## config.mk

```make
export PLATFORM = sky130hd
export DESIGN_NAME = id_ex_stage_flat
export DESIGN_NICKNAME = d
export VERILOG_FILES = /design/src/rtl/id_ex_if.sv /design/src/rtl/id_ex_stage.sv /design/src/flat_wrapper.sv
export SDC_FILE = /design/constraint.sdc
export NUM_CORES = 1
export LEC_CHECK = 0
export CORE_AREA = 10 10 163 165
export CTS_CLUSTER_SIZE = 30
export DETAILED_ROUTE_END_ITERATION = 10
export DIE_AREA = 0 0 173 175
export HOLD_SLACK_MARGIN = 0.15
export PLACE_DENSITY_LB_ADDON = 0.3
export SYNTH_ARGS = -nofsm -noshare
export SYNTH_HDL_FRONTEND = slang
export SYNTH_SLANG_ARGS = --single-unit
```

## constraint.sdc

```tcl
create_clock -name clk -period 3.17 [get_ports clk]
set_clock_uncertainty 0.05 [all_clocks]
set_input_delay 0.634 -clock clk [delete_from_list [all_inputs] [get_ports clk]]
set_output_delay 0.634 -clock clk [all_outputs]
set_load 0.05 [all_outputs]
```

## src/rtl/id_ex_if.sv

```systemverilog
// Signal bundle between decode, the ID/EX register and the bypass sources.
// The slave side is the id_ex_stage. The master side is the surrounding pipeline or a bench.
interface id_ex_if #(parameter int XLEN = 32);
  logic            d_valid;
  logic [4:0]      d_rs1, d_rs2, d_rd;
  logic [XLEN-1:0] d_rd1, d_rd2, d_imm, d_pc;
  logic [2:0]      d_alu_control;
  logic            d_alu_src;
  logic [1:0]      d_result_src;
  logic            d_reg_write, d_mem_write, d_branch, d_jump;
  logic            flush_e;

  logic [4:0]      m_rd;
  logic            m_reg_write;
  logic [XLEN-1:0] m_alu_result;
  logic [4:0]      w_rd;
  logic            w_reg_write;
  logic [XLEN-1:0] w_result;

  logic [XLEN-1:0] e_src_a, e_src_b, e_write_data;
  logic [2:0]      e_alu_control;
  logic [1:0]      e_result_src;
  logic [4:0]      e_rd;
  logic [XLEN-1:0] e_pc, e_imm;
  logic            e_valid, e_reg_write, e_mem_write, e_branch, e_jump;
  logic            stall_d;
  logic [31:0]     stall_count;

  modport master (
    output d_valid, d_rs1, d_rs2, d_rd, d_rd1, d_rd2, d_imm, d_pc, d_alu_control,
           d_alu_src, d_result_src, d_reg_write, d_mem_write, d_branch, d_jump, flush_e,
           m_rd, m_reg_write, m_alu_result, w_rd, w_reg_write, w_result,
    input  e_src_a, e_src_b, e_write_data, e_alu_control, e_result_src, e_rd, e_pc, e_imm,
           e_valid, e_reg_write, e_mem_write, e_branch, e_jump, stall_d, stall_count
  );

  modport slave (
    input  d_valid, d_rs1, d_rs2, d_rd, d_rd1, d_rd2, d_imm, d_pc, d_alu_control,
           d_alu_src, d_result_src, d_reg_write, d_mem_write, d_branch, d_jump, flush_e,
           m_rd, m_reg_write, m_alu_result, w_rd, w_reg_write, w_result,
    output e_src_a, e_src_b, e_write_data, e_alu_control, e_result_src, e_rd, e_pc, e_imm,
           e_valid, e_reg_write, e_mem_write, e_branch, e_jump, stall_d, stall_count
  );
endinterface

```

## src/rtl/id_ex_stage.sv

```systemverilog
// ID/EX pipeline register for the RV32 core. It forwards ALU operands from EX/MEM and MEM/WB,
// detects load-use hazards, and inserts bubbles on a stall or a branch flush.
module id_ex_stage #(
  parameter int XLEN = 32
) (
  input logic   clk,
  input logic   reset,
  id_ex_if.slave bus
);

  typedef struct packed {
    logic            valid;
    logic [4:0]      rs1;
    logic [4:0]      rs2;
    logic [4:0]      rd;
    logic [XLEN-1:0] rd1;
    logic [XLEN-1:0] rd2;
    logic [XLEN-1:0] imm;
    logic [XLEN-1:0] pc;
    logic [2:0]      alu_control;
    logic            alu_src;
    logic [1:0]      result_src;
    logic            reg_write;
    logic            mem_write;
    logic            branch;
    logic            jump;
  } ex_t;

  ex_t         ex_q, ex_d;
  logic [31:0] stall_cnt_q;
  logic        load_use;
  logic        stall;
  logic [XLEN-1:0] fwd_a, fwd_b;

  // A load is still in EX, so its data is not available to the instruction in decode yet.
  assign load_use = ex_q.valid && (ex_q.result_src == 2'b01) && (ex_q.rd != 5'd0) &&
                    bus.d_valid && ((bus.d_rs1 == ex_q.rd) || (bus.d_rs2 == ex_q.rd));
  assign stall    = load_use && !bus.flush_e;

  always_comb begin
    ex_d = '0;
    if (!bus.flush_e && !load_use && bus.d_valid) begin
      ex_d.valid       = 1'b1;
      ex_d.rs1         = bus.d_rs1;
      ex_d.rs2         = bus.d_rs2;
      ex_d.rd          = bus.d_rd;
      ex_d.rd1         = bus.d_rd1;
      ex_d.rd2         = bus.d_rd2;
      ex_d.imm         = bus.d_imm;
      ex_d.pc          = bus.d_pc;
      ex_d.alu_control = bus.d_alu_control;
      ex_d.alu_src     = bus.d_alu_src;
      ex_d.result_src  = bus.d_result_src;
      ex_d.reg_write   = bus.d_reg_write;
      ex_d.mem_write   = bus.d_mem_write;
      ex_d.branch      = bus.d_branch;
      ex_d.jump        = bus.d_jump;
    end
  end

  always_ff @(posedge clk) begin
    if (reset) begin
      ex_q        <= '0;
      stall_cnt_q <= '0;
    end else begin
      ex_q <= ex_d;
      if (stall) stall_cnt_q <= stall_cnt_q + 32'd1;
    end
  end

  // The younger producer (EX/MEM) takes priority over MEM/WB. x0 is never bypassed.
  always_comb begin
    fwd_a = ex_q.rd1;
    if (bus.m_reg_write && (bus.m_rd != 5'd0) && (bus.m_rd == ex_q.rs1))
      fwd_a = bus.m_alu_result;
    else if (bus.w_reg_write && (bus.w_rd != 5'd0) && (bus.w_rd == ex_q.rs1))
      fwd_a = bus.w_result;
  end

  always_comb begin
    fwd_b = ex_q.rd2;
    if (bus.m_reg_write && (bus.m_rd != 5'd0) && (bus.m_rd == ex_q.rs2))
      fwd_b = bus.m_alu_result;
    else if (bus.w_reg_write && (bus.w_rd != 5'd0) && (bus.w_rd == ex_q.rs2))
      fwd_b = bus.w_result;
  end

  assign bus.e_src_a       = fwd_a;
  assign bus.e_write_data  = fwd_b;
  assign bus.e_src_b       = ex_q.alu_src ? ex_q.imm : fwd_b;
  assign bus.e_alu_control = ex_q.alu_control;
  assign bus.e_result_src  = ex_q.result_src;
  assign bus.e_rd          = ex_q.rd;
  assign bus.e_pc          = ex_q.pc;
  assign bus.e_imm         = ex_q.imm;
  assign bus.e_valid       = ex_q.valid;
  assign bus.e_reg_write   = ex_q.reg_write;
  assign bus.e_mem_write   = ex_q.mem_write;
  assign bus.e_branch      = ex_q.branch;
  assign bus.e_jump        = ex_q.jump;
  assign bus.stall_d       = stall;
  assign bus.stall_count   = stall_cnt_q;

endmodule

```

## src/flat_wrapper.sv

```systemverilog
// flat-port wrapper written by rule: the top's interface ports become plain ports
module id_ex_stage_flat 
#(
  parameter int XLEN = 32
)
  (clk, reset, bus_d_valid, bus_d_rs1, bus_d_rs2, bus_d_rd, bus_d_rd1, bus_d_rd2, bus_d_imm, bus_d_pc, bus_d_alu_control, bus_d_alu_src, bus_d_result_src, bus_d_reg_write, bus_d_mem_write, bus_d_branch, bus_d_jump, bus_flush_e, bus_m_rd, bus_m_reg_write, bus_m_alu_result, bus_w_rd, bus_w_reg_write, bus_w_result, bus_e_src_a, bus_e_src_b, bus_e_write_data, bus_e_alu_control, bus_e_result_src, bus_e_rd, bus_e_pc, bus_e_imm, bus_e_valid, bus_e_reg_write, bus_e_mem_write, bus_e_branch, bus_e_jump, bus_stall_d, bus_stall_count);
  id_ex_if #(.XLEN(XLEN)) bus_i ();
  input logic clk;
  input logic reset;
  input wire logic [$bits(bus_i.d_valid)-1:0] bus_d_valid;
  input wire logic [$bits(bus_i.d_rs1)-1:0] bus_d_rs1;
  input wire logic [$bits(bus_i.d_rs2)-1:0] bus_d_rs2;
  input wire logic [$bits(bus_i.d_rd)-1:0] bus_d_rd;
  input wire logic [$bits(bus_i.d_rd1)-1:0] bus_d_rd1;
  input wire logic [$bits(bus_i.d_rd2)-1:0] bus_d_rd2;
  input wire logic [$bits(bus_i.d_imm)-1:0] bus_d_imm;
  input wire logic [$bits(bus_i.d_pc)-1:0] bus_d_pc;
  input wire logic [$bits(bus_i.d_alu_control)-1:0] bus_d_alu_control;
  input wire logic [$bits(bus_i.d_alu_src)-1:0] bus_d_alu_src;
  input wire logic [$bits(bus_i.d_result_src)-1:0] bus_d_result_src;
  input wire logic [$bits(bus_i.d_reg_write)-1:0] bus_d_reg_write;
  input wire logic [$bits(bus_i.d_mem_write)-1:0] bus_d_mem_write;
  input wire logic [$bits(bus_i.d_branch)-1:0] bus_d_branch;
  input wire logic [$bits(bus_i.d_jump)-1:0] bus_d_jump;
  input wire logic [$bits(bus_i.flush_e)-1:0] bus_flush_e;
  input wire logic [$bits(bus_i.m_rd)-1:0] bus_m_rd;
  input wire logic [$bits(bus_i.m_reg_write)-1:0] bus_m_reg_write;
  input wire logic [$bits(bus_i.m_alu_result)-1:0] bus_m_alu_result;
  input wire logic [$bits(bus_i.w_rd)-1:0] bus_w_rd;
  input wire logic [$bits(bus_i.w_reg_write)-1:0] bus_w_reg_write;
  input wire logic [$bits(bus_i.w_result)-1:0] bus_w_result;
  output wire logic [$bits(bus_i.e_src_a)-1:0] bus_e_src_a;
  output wire logic [$bits(bus_i.e_src_b)-1:0] bus_e_src_b;
  output wire logic [$bits(bus_i.e_write_data)-1:0] bus_e_write_data;
  output wire logic [$bits(bus_i.e_alu_control)-1:0] bus_e_alu_control;
  output wire logic [$bits(bus_i.e_result_src)-1:0] bus_e_result_src;
  output wire logic [$bits(bus_i.e_rd)-1:0] bus_e_rd;
  output wire logic [$bits(bus_i.e_pc)-1:0] bus_e_pc;
  output wire logic [$bits(bus_i.e_imm)-1:0] bus_e_imm;
  output wire logic [$bits(bus_i.e_valid)-1:0] bus_e_valid;
  output wire logic [$bits(bus_i.e_reg_write)-1:0] bus_e_reg_write;
  output wire logic [$bits(bus_i.e_mem_write)-1:0] bus_e_mem_write;
  output wire logic [$bits(bus_i.e_branch)-1:0] bus_e_branch;
  output wire logic [$bits(bus_i.e_jump)-1:0] bus_e_jump;
  output wire logic [$bits(bus_i.stall_d)-1:0] bus_stall_d;
  output wire logic [$bits(bus_i.stall_count)-1:0] bus_stall_count;
  assign bus_i.d_valid = bus_d_valid;
  assign bus_i.d_rs1 = bus_d_rs1;
  assign bus_i.d_rs2 = bus_d_rs2;
  assign bus_i.d_rd = bus_d_rd;
  assign bus_i.d_rd1 = bus_d_rd1;
  assign bus_i.d_rd2 = bus_d_rd2;
  assign bus_i.d_imm = bus_d_imm;
  assign bus_i.d_pc = bus_d_pc;
  assign bus_i.d_alu_control = bus_d_alu_control;
  assign bus_i.d_alu_src = bus_d_alu_src;
  assign bus_i.d_result_src = bus_d_result_src;
  assign bus_i.d_reg_write = bus_d_reg_write;
  assign bus_i.d_mem_write = bus_d_mem_write;
  assign bus_i.d_branch = bus_d_branch;
  assign bus_i.d_jump = bus_d_jump;
  assign bus_i.flush_e = bus_flush_e;
  assign bus_i.m_rd = bus_m_rd;
  assign bus_i.m_reg_write = bus_m_reg_write;
  assign bus_i.m_alu_result = bus_m_alu_result;
  assign bus_i.w_rd = bus_w_rd;
  assign bus_i.w_reg_write = bus_w_reg_write;
  assign bus_i.w_result = bus_w_result;
  assign bus_e_src_a = bus_i.e_src_a;
  assign bus_e_src_b = bus_i.e_src_b;
  assign bus_e_write_data = bus_i.e_write_data;
  assign bus_e_alu_control = bus_i.e_alu_control;
  assign bus_e_result_src = bus_i.e_result_src;
  assign bus_e_rd = bus_i.e_rd;
  assign bus_e_pc = bus_i.e_pc;
  assign bus_e_imm = bus_i.e_imm;
  assign bus_e_valid = bus_i.e_valid;
  assign bus_e_reg_write = bus_i.e_reg_write;
  assign bus_e_mem_write = bus_i.e_mem_write;
  assign bus_e_branch = bus_i.e_branch;
  assign bus_e_jump = bus_i.e_jump;
  assign bus_stall_d = bus_i.stall_d;
  assign bus_stall_count = bus_i.stall_count;
  id_ex_stage #(.XLEN(XLEN)) u_core (.clk(clk), .reset(reset), .bus(bus_i));
endmodule
```

# Yosys cells after proc, flatten, opt, wreduce, memory -nomap -nowiden
# Index checks and enable logic that the tools add are counted.
# word_totals
output_inout_bits	208
ff_bits	186
# classes
addsub	1
mux	6
n_bitwise	1
n_eq_ne	7
reduce_logical	20
# ops
operator	n
32-bit 2-to-1 mux	5
154-bit 2-to-1 mux	1
32-bit by 1-bit adder with 32-bit output (second input constant)	1
5-bit == test	6
5-bit nonzero test	3
1-bit logical AND	13
2-bit by 1-bit == test with 1-bit output (second input constant)	1
1-bit zero test	2
2-bit OR reduction	1
1-bit logical OR	1
1-bit inverter	1

# Logic depth before layout (Yosys ltp)
# Gate-level depths: netlist of the first run.
# depth
word_depth	10
depth_mapped	8
mapped_depth_nobuf	6

# Worst setup path before layout of the first run
# No wires, ideal clock.
# synth_path
path_kind	input to output
from	input bus_m_rd[0]
to	output bus_e_src_b[21]
required_ps	2486
arrival_time_ps	3180
path_buffers	2
cell_stages	7
slack_ps	-694
cell_sequence	or4_1 -> o211ai_1 -> or2_2 -> clkbuf_1 -> clkbuf_1 -> nor2_1 -> o31ai_1
# synth_between
elab_chain_len	5
# synth_lines
item	line_no	rtl
start: declaration	flat_wrapper.sv:26	input wire logic [$bits(bus_i.m_rd)-1:0] bus_m_rd;
5-bit nonzero test	id_ex_stage.sv:82	if (bus.m_reg_write && (bus.m_rd != 5'd0) && (bus.m_rd == ex_q.rs2))
1-bit logical AND	id_ex_stage.sv:82	
1-bit logical AND (*)	id_ex_stage.sv:82	
32-bit 2-to-1 mux (*)	id_ex_stage.sv:82	
32-bit 2-to-1 mux (*)	id_ex_stage.sv:90	assign bus.e_src_b = ex_q.alu_src ? ex_q.imm : fwd_b;
end: declaration	flat_wrapper.sv:33	output wire logic [$bits(bus_i.e_src_b)-1:0] bus_e_src_b;
# Every way passes the cells marked *; elsewhere a longest branch is shown, timed or not.

# Final worst setup path of the first run
# layout_path
from	input bus_w_rd[2]
to	output bus_e_src_b[29]
# layout_between
elab_chain_len	6
# layout_lines
item	line_no	rtl
start: declaration	flat_wrapper.sv:29	input wire logic [$bits(bus_i.w_rd)-1:0] bus_w_rd;
5-bit nonzero test	id_ex_stage.sv:84	else if (bus.w_reg_write && (bus.w_rd != 5'd0) && (bus.w_rd == ex_q.rs2))
1-bit logical AND	id_ex_stage.sv:84	
1-bit logical AND (*)	id_ex_stage.sv:84	
32-bit 2-to-1 mux (*)	id_ex_stage.sv:84	
32-bit 2-to-1 mux (*)	id_ex_stage.sv:82	
32-bit 2-to-1 mux (*)	id_ex_stage.sv:90	
# Marks and branches as above.

==> metrics.cfg, run 1 <==
[status]
status = finished, violations left
violations = setup timing

[synth]
syn_area_per_cell_um2 = 8.79
syn_nets = 1216
synthDistinctLibCells = 43
synth_seq_cells = 186
syn_area_mm2 = 0.00863
yosysTopAreaCellShare_pct = 43.2
yosysTopAreaCell = dfxtp_1
seq_area_frac_synth_pct = 43.2
synthCells = 982
ys_warn_count = 0
synthTopCellsByArea = dfxtp_1 (43%), and2_1 (11%), buf_4 (6.6%)

[finish]
finish.instance_area_mm2 = 0.0166
area_growth_syn_to_layout_pct = 92.0
final_util_pct = 71.2
fin_nets = 1616
layout-drive-gt1-share_pct = 31.0

[sta]
worstMarginPinSlew_ps = 600
fmax_mhz = 313
hold_violations = 0
fin_ws_ps = -29.1
fin_crit_sh_pct = 101
maxSlewViolCount = 0
min_period_ps = 3200
relSlewSlack_pct = 59.8
setup-violations-final = 3
rsz0062_at_grt = yes

[critical_path]
cp_num_buf_inv = 5
path_delay_family = buffers and inverters
crit_fanout = 6
start_kind = primary input
path_cells = buf_6 > or4_4 > o21a_4 > nand3_4 > buf_12 > buf_12 > buf_8 > a221oi_4 > o31ai_4 > buf_6
r2r-start = u_core.bus.e_rd[1]$_SDFF_PP0_
end_kind = output pin
worstPathRequired_ps = 2490
critPathSlowestCell = or4_4
slowest_delay_ps = 530
worstPathArrival_ps = 2520
critPathKind = in2out
cp-startpoint = bus_w_rd[2]

[grt]
gr-usage-all-layers_pct = 25.6
gr-max-usage-layer = met2
grt_pass1_vias = 9378
grt_first_pass_wirelength_um = 60100
grt_util_met1_pct = 27.7
grt_max_degree = 76
grt_util_met3_pct = 8.45
antenna_found_initial = 15
met2_usage_pct = 45.0
grt-ovfl-total = 0

[clock_network]
clockBufferDepth = 2
root_buffer = clkbuf_16
path_clk_slew_ps = 70
cts_tree = yes
cts_buffers = 17
clkSinkCount = 186
htreeDepth = 4
clock_latency_ps = 430

[die]
pin_count = 441
rows = 56
die_h_um = 175
initial_core_util_pct = 37.1
dieArea_mm2 = 0.0303
coreArea_mm2 = 0.0233
die_width_um = 173

[min_path]
hp-start = u_core.bus.stall_count[31]$_SDFFE_PP0P_
hold_path_class = reg2reg

[place]
gp_congestion = 0.895
port_buffers = 440
dp_hpwl_um = 30200
placed_area_mm2 = 0.0142

[route]
vias_per_cell = 5.15
routedWlPerCell_um = 23.8
drt-total-wl_um = 41100
dr.pass1.iters = 5
drt_iter0_markers = 491
vias = 8886
drc = 0
final_antenna_net_count = 0

[run]
cap_viol_max_count = 0

[pwr]
vdd_drop_max_mv = 0.282
leakagePower_nw = 6.19
power_density_mw_per_mm2 = 358

[synthesized netlist by cell type]
library cell  count
a21oi_1          59
a221oi_1         32
a22oi_1           1
and2_1          155
and3_1           36
and4_1            4
and4_4            1
and4b_1           1
buf_1             2
buf_2             9
buf_4            76
buf_6             1
clkbuf_1         57
dfxtp_1         186
ha_1              1
inv_1             2
mux2_2            4
mux2i_1          33
nand2_1          43
nand2b_1          3
nand3_1          13
nand4_1           7
nand4_2           1
nand4b_1          2
nor2_1          108
nor2_2            1
nor2b_1           4
nor3_1            6
nor4_1            1
nor4b_1           2
o211a_1           1
o211ai_1          1
o21a_1            1
o21ai_0           3
o21bai_1          1
o31ai_1          57
or2_2             3
or3_1             2
or3_2             1
or4_1            30
or4b_4            1
xnor2_1          10
xor2_1           20
[cells in the final DEF (no fill, tap or decap), types with 19 or more instances in the layout]
| cell | instances |
|---|---|
| clkdlybuf4s50_1 | 331 |
| dfxtp_1 | 185 |
| and2_1 | 155 |
| buf_6 | 79 |
| nor2_2 | 51 |
| buf_12 | 50 |
| nand2_1 | 43 |
| buf_4 | 41 |
| and3_1 | 35 |
| o31ai_4 | 32 |
| a21oi_4 | 32 |
| a221oi_4 | 31 |
| nor2_1 | 30 |
| nor2_4 | 29 |
| or4_1 | 27 |
| a21oi_1 | 27 |
| o31ai_1 | 25 |
| mux2i_1 | 21 |
| xor2_1 | 19 |
| clkbuf_16 | 19 |
[report_power, final]
part           switching (mW)  internal, mW
logic                   0.682         0.658
clock network           0.994          1.17
registers              0.0351          2.39
total                    1.71          4.22
[metal layers]
| metal | up-vias | part of all wire [%] |
|---|---|---|
| met1 | 4248 | 38 |
| met2 | 413 | 51 |
| met3 | 79 | 8.4 |
| met5 | - | 0 |
| li1 | 4146 | - |
| met4 | 0 | 3.1 |
[per-stage QoR]
stage                     hold slack, ps  instances  worst slack (ps)  TNS (ps)  total power, mW
after floorplan                      654        982             0.525         0             3.06
final                                444       1726             -29.1     -48.2             5.93
after detailed placement             429       1650              -678    -51960             3.65
after global routing                 486       1724             -88.9     -1700             6.12
after CTS                            442       1713             -72.5      -332             5.92
after global placement               414       1650              -625    -48290             3.64
[state kept, by name, summed over array words and instances, names as in the netlist]
signal	flops
u_core.bus.e_alu_control	3
u_core.bus.e_rd	5
u_core.bus.e_branch	1
u_core.bus.e_valid	1
u_core.ex_q	75
u_core.bus.stall_count	32
u_core.bus.e_result_src	2
u_core.bus.e_imm	32
u_core.bus.e_mem_write	1
u_core.bus.e_reg_write	1
u_core.bus.e_jump	1
u_core.bus.e_pc	32
[layout make-up]
cell class	instances	area, um^2
fill	1662	6700
timing repair buffer	525	5950
multi-input combinational	650	5870
sequential	186	3730
clock buffer	19	433
tap	319	399
clock inverter	13	143
antenna	12	30.0
inverter	2	7.51
[worst reg2reg max path: stages, from the launching register on]
cell	delay, ps
dfxtp_1	350
or4_1	590
o21bai_1	440
buf_4	330
o211a_4	390
buf_12	320
and2_1	210
[path summary, 6_finish.rpt]
kind | cells past startpoint | to | slack, ps
worst max-delay path | 10 | bus_e_src_b[29] | -30
worst min-delay path | 2 | u_core.bus.stall_count[31]$_SDFFE_PP0P_ | 440
worst max register to register | 6 | u_core.bus.e_pc[24]$_SDFF_PP0_ | 440
worst min register to register | 2 | u_core.bus.stall_count[31]$_SDFFE_PP0P_ | 440
[repair_timing]
action	in CTS	in global routing
setup buffers	23	0
pin swaps	51	23
hold endpoints to repair	0	0
gates resized for setup	261	46
hold buffers	0	0
gates cloned	8	2
endpoints found under the setup margin	96	84
[cells by family (layout without fill, tap and decap cells)]
| logic type | Yosys count | count (layout) | share of synthesized area [%] |
|---|---|---|---|
| and+or+nand+nor | 425 | 426 | 27.1 |
| other | 0 | 12 | 0 |
| DFF | 186 | 186 | 43.2 |
| buffers and inverters | 147 | 559 | 9.92 |
| AOI/OAI and AO/OA | 156 | 156 | 12.3 |
| adders and majority gates | 1 | 1 | 0.145 |
| muxes | 37 | 37 | 4.35 |
| xor gates and xnor gates | 30 | 30 | 3.05 |
Power figures use the tool's default switching activity.
==> inputs of run 2 (changes only) <==
- TNS_END_PERCENT: unset -> 5
==> run 2 against run 1 <==
- the flow still finishes with violations (setup timing)
- design area decreased by 6.1%
- sequential share of layout area rose by 1.5 points
- power shrank 2.3%
- sequential cell count unchanged
- routed wire length is 1.8% lower
- critical endpoint is now bus_e_src_b[1]
==> metrics.cfg, run 2 (synthesis results as in run 1) <==
[sta]
fin_crit_sh_pct = 103  ; +2.4 points
relSlewSlack_pct = 34.7  ; -25 points
maxSlewViolCount = 0  ; unchanged
setup-violations-final = 73  ; +70
hold_violations = 0  ; unchanged
worstMarginPinSlew_ps = 979  ; +379 ps
fin_ws_ps = -105  ; -75.8 ps
whs_ps = 440  ; -3.68 ps
rsz0062_at_grt = yes
setup_tns_ps = -3090  ; -3040 ps
fmax_mhz = 305  ; -2.3%
min_period_ps = 3270  ; +75.8 ps

[critical_path]
critPathSlowestCell = clkdlybuf4s50_1
end_kind = output pin
cp_num_buf_inv = 4  ; -1
slowest_delay_ps = 520  ; about the same
critPathKind = in2out
path_delay_family = buffers and inverters
crit_fanout = 6  ; unchanged
start_kind = primary input
worstPathRequired_ps = 2490  ; about the same
cp-startpoint = bus_m_reg_write
worstPathArrival_ps = 2590  ; +70 ps
r2r-start = u_core.bus.e_rd[1]$_SDFF_PP0_
path_cells = clkdlybuf4s50_1 > nand4_1 > or2_4 > buf_12 > buf_4 > nor2_1 > o31ai_4 > buf_6

[status]
violations = setup timing
status = finished, violations left

[pwr]
leakagePower_nw = 5.97  ; -3.4%
vdd_drop_max_mv = 0.344  ; +22%
power_density_mw_per_mm2 = 372  ; +4.0%

[clock_network]
cts_tree = yes
postCtsHoldBufs = 0  ; unchanged
clock_latency_ps = 430  ; about the same
cts_buffers = 17  ; unchanged
clkSinkCount = 186  ; unchanged
clockBufferDepth = 2  ; unchanged
root_buffer = clkbuf_16
htreeDepth = 4  ; unchanged
path_clk_slew_ps = 60  ; about the same

[finish]
seq_area_mm2 = 0.00373  ; unchanged
layout_commonest_cell = clkdlybuf4s50_1
fin_nets = 1598  ; -1.1%
largest_reg_flops = 75  ; unchanged
fin_cells = 1706  ; -1.2%
multi_input_area_mm2 = 0.00517  ; -12%
layout-drive-gt1-share_pct = 25.7  ; -5.3 points
area_growth_syn_to_layout_pct = 80.4
fillerInstances = 1756  ; +5.7%
top_register = u_core.ex_q
layout_common_cells = clkdlybuf4s50_1 (333), dfxtp_1 (185), and2_1 (155)

[die]
initial_core_util_pct = 37.1  ; unchanged
die_width_um = 173  ; unchanged
coreArea_mm2 = 0.0233  ; unchanged
dieArea_mm2 = 0.0303  ; unchanged
rows = 56  ; unchanged
pin_count = 441  ; unchanged
die_h_um = 175  ; unchanged

[grt]
grt_max_degree = 59  ; -22%
met2_usage_pct = 43.2  ; -1.8 points
grt_util_met1_pct = 27.7  ; -0.040 points
grt-ovfl-total = 0  ; unchanged
gr-max-usage-layer = met2
grt_util_met3_pct = 8.58  ; +0.13 points
grt_pass1_vias = 9274  ; -1.1%
gr-usage-all-layers_pct = 25.2  ; -0.43 points
antenna_found_initial = 9  ; -6
grt_first_pass_wirelength_um = 59300  ; -1.4%

[place]
port_buffers = 440  ; unchanged
dp_hpwl_um = 29000  ; -3.9%
gp_congestion = 0.906  ; +1.3%
dp.cells = 1645  ; -0.30%

[route]
routedWlPerCell_um = 23.7  ; -0.64%
vias_per_cell = 5.18  ; +0.68%
drc = 0  ; unchanged
final_antenna_net_count = 0  ; unchanged
dr.pass1.iters = 5  ; unchanged
drt-total-wl_um = 40400  ; -1.8%
vias = 8843  ; -0.48%
drt_iter0_markers = 549  ; +12%

[min_path]
hp-start = u_core.bus.stall_count[13]$_SDFFE_PP0P_
hold_path_class = reg2reg

[run]
cap_viol_max_count = 0  ; unchanged

run 2: metrics by stage:
step	cell area [um^2]	setup WS (ps)	utilization (%)	power, mW
6_report	15600	-105	66.9	5.79
4_1_cts	15400	-80.4	66.3	5.82
3_3_place_gp	13600	-536	58.6	3.59
5_1_grt	15600	-169	66.9	5.96
3_5_place_dp	13600	-564	58.6	3.60
2_1_floorplan	8990	-207	-	3.01
run 2: power breakdown:
group | internal (mW) | leakage (nW) | switching, mW
Clock | 1.10 | 0.271 | 1.02
Combinational | 0.608 | 4.19 | 0.642
Sequential | 2.39 | 1.51 | 0.0389
run 2: layout make-up:
| type | instances | area share (%) |
|---|---|---|
| diodes | 10 | 0.161 |
| clock buffers | 21 | 3.02 |
| clock inverters | 11 | 0.651 |
| inverters | 2 | 0.0482 |
| multi-input cells | 649 | 33.2 |
| flip-flops and latches | 186 | 24.0 |
| well taps | 319 | 2.56 |
| repair buffers | 508 | 36.4 |
run 2: per-layer routing:
metal  part of all wire (%)  up-vias  wire length, um
met1                     38     4227            15300
li1                       -     4106                -
met2                     50      447            20300
met3                    8.8       63             3570
met5                      0        -                0
met4                    3.1        0             1260
run 2: timing repair:
item	4_1_cts	5_1_grt
gates cloned	8	0
pin swaps	34	24
endpoints found under the setup margin	96	96
gates resized for setup	203	31
buffers inserted	10	2
endpoints found under the hold margin	0	0
run 2: worst paths after layout:
| kind | cells after the start | slack, ps | end |
|---|---|---|---|
| setup / recovery | 8 | -100 | bus_e_src_b[1] |
| hold / removal | 2 | 440 | u_core.bus.stall_count[13]$_SDFFE_PP0P_ |
| setup reg to reg | 5 | 580 | u_core.ex_q[96]$_SDFF_PP0_ |
| hold reg to reg | 2 | 440 | u_core.bus.stall_count[13]$_SDFFE_PP0P_ |
run 2: tightest hold or removal path: cells and delay by family (launching register included):
kind	cells	cell delay, ps
AO/OA/AOI/OAI	2	110
flip-flops	1	330
